**config.mk**
```make
export PLATFORM = sky130hd
export DESIGN_NAME = cache_victim_sel
export DESIGN_NICKNAME = d
export VERILOG_FILES = /design/src/rtl/cache_victim_sel.sv
export SDC_FILE = /design/constraint.sdc
export NUM_CORES = 1
export LEC_CHECK = 0
export BUFFER_PORTS_ARGS = -buffer_cell sky130_fd_sc_hd__buf_2
export CAP_MARGIN = 20
export CORE_MARGIN = 2
export CORE_UTILIZATION = 53
export CTS_CLUSTER_SIZE = 14
export DETAILED_ROUTE_END_ITERATION = 10
export PLACE_DENSITY = 0.77
export SLEW_MARGIN = 15
export SYNTH_ARGS = -nofsm -noshare
export SYNTH_HDL_FRONTEND = slang
export SYNTH_SLANG_ARGS = --single-unit
export TNS_END_PERCENT = 20
```
**constraint.sdc**
```tcl
create_clock -name clk_i -period 1.8 [get_ports clk_i]
set_input_delay 0.09 -clock clk_i [delete_from_list [all_inputs] [get_ports clk_i]]
set_output_delay 0.09 -clock clk_i [all_outputs]
set_load 0.02 [all_outputs]
```
**src/rtl/cache_victim_sel.sv**
```systemverilog
// cache_victim_sel: picks one victim way for a cache refill.
//
// Invalid unlocked ways are taken first, lowest index winning. When every
// unlocked way is valid, the scan starts at the index given by the low bits
// of an 8-bit XNOR LFSR and wraps around. The LFSR only advances when such a
// random pick is actually made.
//
// Ports:
//   clk_i, rst_ni        clock, asynchronous active-low reset
//   req_valid_i/ready_o  refill request handshake
//   valid_ways_i         per-way valid bits of the missed set (sampled on accept)
//   lock_ways_i          per-way lock bits, 1 = never replace (sampled on accept)
//   victim_valid_o/ready_i  result handshake
//   victim_way_oh_o      one-hot victim, zero when no candidate exists
//   victim_way_bin_o     binary victim index, zero when no candidate exists
//   victim_invalid_o     chosen way was invalid, no writeback required
//   victim_none_o        all ways locked, no victim
module cache_victim_sel #(
  parameter int unsigned WAYS = 4,
  parameter logic [7:0]  SEED = 8'h00,
  localparam int unsigned BinW = (WAYS > 1) ? $clog2(WAYS) : 1
) (
  input  logic            clk_i,
  input  logic            rst_ni,
  input  logic            req_valid_i,
  output logic            req_ready_o,
  input  logic [WAYS-1:0] valid_ways_i,
  input  logic [WAYS-1:0] lock_ways_i,
  output logic            victim_valid_o,
  input  logic            victim_ready_i,
  output logic [WAYS-1:0] victim_way_oh_o,
  output logic [BinW-1:0] victim_way_bin_o,
  output logic            victim_invalid_o,
  output logic            victim_none_o
);

  // Elaboration-time parameter checks.
  if (WAYS < 2 || WAYS > 8 || (WAYS & (WAYS - 1)) != 0) begin : g_bad_ways
    $fatal(1, "cache_victim_sel: WAYS must be a power of 2 in 2..8");
  end
  if (SEED == 8'hFF) begin : g_bad_seed
    $fatal(1, "cache_victim_sel: SEED 8'hFF is the XNOR LFSR lockup state");
  end

  typedef enum logic [1:0] {StIdle, StPick, StResp} state_e;

  state_e          state_q, state_d;
  logic [WAYS-1:0] valid_q, valid_d;
  logic [WAYS-1:0] lock_q, lock_d;
  logic [7:0]      lfsr_q, lfsr_d;
  logic [WAYS-1:0] oh_q, oh_d;
  logic [BinW-1:0] bin_q, bin_d;
  logic            inv_q, inv_d;
  logic            none_q, none_d;

  // Victim selection from the captured set state.
  logic [WAYS-1:0] cand, free;
  logic [WAYS-1:0] pick_oh;
  logic [BinW-1:0] pick_bin;
  logic [BinW-1:0] idx;
  logic            pick_inv, pick_none, pick_rand, found;
  logic            lfsr_fb;

  assign lfsr_fb = ~(lfsr_q[7] ^ lfsr_q[3] ^ lfsr_q[2] ^ lfsr_q[1]);

  always_comb begin
    cand      = ~lock_q;
    free      = cand & ~valid_q;
    pick_oh   = '0;
    pick_bin  = '0;
    pick_inv  = 1'b0;
    pick_none = 1'b0;
    pick_rand = 1'b0;
    found     = 1'b0;
    idx       = '0;
    if (|free) begin
      pick_inv = 1'b1;
      for (int unsigned i = 0; i < WAYS; i++) begin
        if (!found && free[i]) begin
          found    = 1'b1;
          pick_bin = BinW'(i);
        end
      end
    end else if (cand == '0) begin
      pick_none = 1'b1;
    end else begin
      pick_rand = 1'b1;
      // Index arithmetic wraps modulo WAYS because WAYS is a power of 2.
      for (int unsigned i = 0; i < WAYS; i++) begin
        idx = lfsr_q[BinW-1:0] + BinW'(i);
        if (!found && cand[idx]) begin
          found    = 1'b1;
          pick_bin = idx;
        end
      end
    end
    if (!pick_none) begin
      pick_oh[pick_bin] = 1'b1;
    end
  end

  // Next-state logic.
  always_comb begin
    state_d = state_q;
    valid_d = valid_q;
    lock_d  = lock_q;
    lfsr_d  = lfsr_q;
    oh_d    = oh_q;
    bin_d   = bin_q;
    inv_d   = inv_q;
    none_d  = none_q;
    case (state_q)
      StIdle: begin
        if (req_valid_i) begin
          valid_d = valid_ways_i;
          lock_d  = lock_ways_i;
          state_d = StPick;
        end
      end
      StPick: begin
        oh_d    = pick_oh;
        bin_d   = pick_bin;
        inv_d   = pick_inv;
        none_d  = pick_none;
        if (pick_rand) begin
          lfsr_d = {lfsr_q[6:0], lfsr_fb};
        end
        state_d = StResp;
      end
      StResp: begin
        if (victim_ready_i) begin
          state_d = StIdle;
        end
      end
      default: state_d = StIdle;
    endcase
  end

  always_ff @(posedge clk_i or negedge rst_ni) begin
    if (!rst_ni) begin
      state_q <= StIdle;
      valid_q <= '0;
      lock_q  <= '0;
      lfsr_q  <= SEED;
      oh_q    <= '0;
      bin_q   <= '0;
      inv_q   <= 1'b0;
      none_q  <= 1'b0;
    end else begin
      state_q <= state_d;
      valid_q <= valid_d;
      lock_q  <= lock_d;
      lfsr_q  <= lfsr_d;
      oh_q    <= oh_d;
      bin_q   <= bin_d;
      inv_q   <= inv_d;
      none_q  <= none_d;
    end
  end

  assign req_ready_o      = (state_q == StIdle);
  assign victim_valid_o   = (state_q == StResp);
  assign victim_way_oh_o  = oh_q;
  assign victim_way_bin_o = bin_q;
  assign victim_invalid_o = inv_q;
  assign victim_none_o    = none_q;

endmodule

```
==> results.md <==
- Clock Skews: 0.00129 ns
- Seq/Total Area, Yosys: 54.5%
- Die H: 51.5 microns
- Gr ovfl total: 0
- Async SR Flop Fraction: 100%
- Layout area overhead: 23.6%
- Worst slew margin: 61.1%
- Register-to-Register Path Depth: 4
- Reg clk slew, reported paths: 0.14 ns
- IO Port Bufs: 21
- Max stage delay on crit path: 0.43 ns
- Ys flop type: dfrtp_1
- Layout Utilization: 68.0%
- Netlist cell types: 34
- H-tree Lvls: 1
- Max-Cap Viols: 0
- Total placed instance area: 1320 sq um
- Vias per inst: 5.43
- Slew at the pin closest to its max-slew limit: 0.584 ns
- Setup violators final: 0
- Rows: 17
- Final period util: 93.2%
- Leak pwr: 0.682 nW
- Max stage delay cell, worst path: dfrtp_1
- Synthesized netlist cell count: 94
- Endpoint type of the worst setup path: register
- Fin Setup TNS: 0 ns
- Core area: 2170 sq um
- CTS sink cnt: 26
- Starting Density: 55.0%
- Reg-to-Reg Start: state_q[1]
- Fillers: 176
- EDFF count, synth: 0
- Wire per inst: 15.1 microns
- RePlAce Congestion: 0.817
- Antenna diode count: 0
- Startpoint Class: register
- Status: finished, final reports clean
- Crit path max fanout: 8
- Nets: 139
- Antenna violations before repair: 0
- Peak VDD IR: 0.00137 V
- Die area: 2650 sq um
- DRT Pass-1 Iters: 4
- Synth Net Count: 106
- Post_cts resized: 0
- Ys Warns: 0
- CP cell instances: and2b_1 -> nand2_1 -> nor3_4 -> mux2_2
- Residual DRC: 0
- Antenna viol nets, final: 0
- Vias in the first global route: 859
- Arrival @ worst endpoint: 1.90 ns
- Post-CTS Setup Inserts: 0
- Hold path cells: 2
- Hold Path Class: in2reg
- DP Wirelength: 1600 microns
- Share of the synthesized area in the top cell type: 54.5%
- Unrepaired setup endpoints after global routing: no
- Final WL: 2320 microns
- Hold_sp: req_valid_i
- Vias post-DR: 836
- Avg Inst Size Synth: 12.7 sq um
- Fmax: 596 MHz
- WS Path Type: reg2reg
- Layout cell share with drive strength beyond 1: 38.1%
- Worst-skew pair later-pin latency: 0.32 ns
- GRT Overall Usage: 20.4%
- Clk root buf: clkbuf_4
- Fin crit period: 1.68 ns
- WP data required: 2.02 ns
- DR iter-0 viols: 8
- Post-synth top area cell: dfrtp_1
- Max Root-Sink Buffers: 2
- Final Max Slew Viols: 0
- First-pass GRT wire length: 3920 microns
- Mapped Area: 1190 sq um
- Top post-synthesis cells by area: dfrtp_1 (55%), mux2_2 (15%), o32ai_4 (2.3%)
- CTS tree: yes
- Io pins: 22
- Num CTS Buffers: 3
- Final Hold Fails: 0
- Yosys reg bits: 26
- CP Launch Point: state_q[1]
- Post-route cell area: 1480 sq um
- PD cells: 1890 nW/um^2
- Chip Width: 51.5 microns
- Largest net degree at the start of global routing: 27
-- through the flow --
stage | worst slack, ns | power [mW] | hold slack (ns) | instances
5_1_grt | 0.0278 | 2.99 | 0.176 | 154
2_1_floorplan | 0.283 | 2.05 | -0.206 | 94
6_report | 0.122 | 2.78 | 0.180 | 154
3_3_place_gp | 0.177 | 2.29 | 0.104 | 140
3_5_place_dp | 0.142 | 2.38 | 0.118 | 140
4_1_cts | 0.120 | 2.79 | 0.184 | 154
-- cell families after synthesis --
| kind of cell | share of synthesized area, % |
|---|---|
| multiplexers | 16.4 |
| buffers and inverters | 1.89 |
| AND/OR/NAND/NOR | 12.6 |
| flip-flops | 54.5 |
| XOR/XNOR | 2.20 |
| AO/OA/AOI/OAI | 12.5 |
-- registers in the layout (all words and copies together), names as in the netlist --
name / flops
lfsr_q: 8
lock_q: 4
victim_way_bin_o: 2
state_q: 2
victim_invalid_o: 1
victim_way_oh_o: 4
valid_q: 4
victim_none_o: 1
-- placed cells by master (no fill, tap or decap), drive strengths merged, types with 2 or more instances in the layout --
cell type	Yosys	final
nor3	2	2
xnor2	3	3
o21ai	3	3
clkbuf	1	3
and2	2	2
dfrtp	26	26
o22ai	2	2
mux2	17	17
or2	2	2
nand2b	3	3
buf	3	22
dlygate4sd3	0	10
nor2	4	4
nand2	7	7
o31ai	2	2
a21oi	2	2
-- per-layer routing --
| metal | share of wire (%) | global-route usage, % | up-vias |
|---|---|---|---|
| met5 | 0 | 0 | - |
| met4 | 1.5 | 9.65 | 0 |
| met3 | 3.1 | 4.09 | 7 |
| met2 | 52 | 35.3 | 21 |
| met1 | 44 | 24.2 | 407 |
| li1 | - | - | 401 |
-- worst max-delay path, delay by kind of cell (launching register included) --
kind,cells,cell delay [ns]
muxes,1,0.39
and+or+nand+nor,3,0.75
DFF,1,0.43
-- synthesized netlist by cell type (all sizes together), types with 3 or more instances --
library cell,n
mux2,17
dfrtp,26
buf,3
xnor2,3
o21ai,3
nand2b,3
nand2,7
nor2,4
-- cell type report --
cell class                      instances  area (sq um)  area share (%)
Sequential cell                        26           651            44.1
Clock inverter                          1          30.0            2.04
Clock buffer                            3          22.5            1.53
Timing Repair Buffer                   32           213            14.4
Multi-Input combinational cell         63           520            35.3
Tap cell                               28          35.0            2.37
Inverter                                1          3.75           0.254
-- final timing paths --
kind / slack [ns] / to
setup / recovery: 0.12 / lfsr_q[4]
hold / removal: 0.18 / state_q[0]
setup reg to reg: 0.12 / lfsr_q[4]
hold reg to reg: 0.49 / victim_way_bin_o[1]
max in group asynchronous: 1.15 / lfsr_q[3]
min in group asynchronous: 0.28 / state_q[1]
-- repair_timing --
item / CTS / global route
endpoints found under the setup margin: 0 / 0
endpoints found under the hold margin: 35 / 0
hold buffers: 10 / 0
-- where the power goes --
part | total (mW) | switching, mW | internal (mW)
clock | 0.398 | 0.172 | 0.225
sequential | 1.10 | 0.263 | 0.841
combinational | 1.28 | 0.657 | 0.624
total | 2.78 | 1.09 | 1.69
Note: power is estimated with default switching activity, not from simulation.
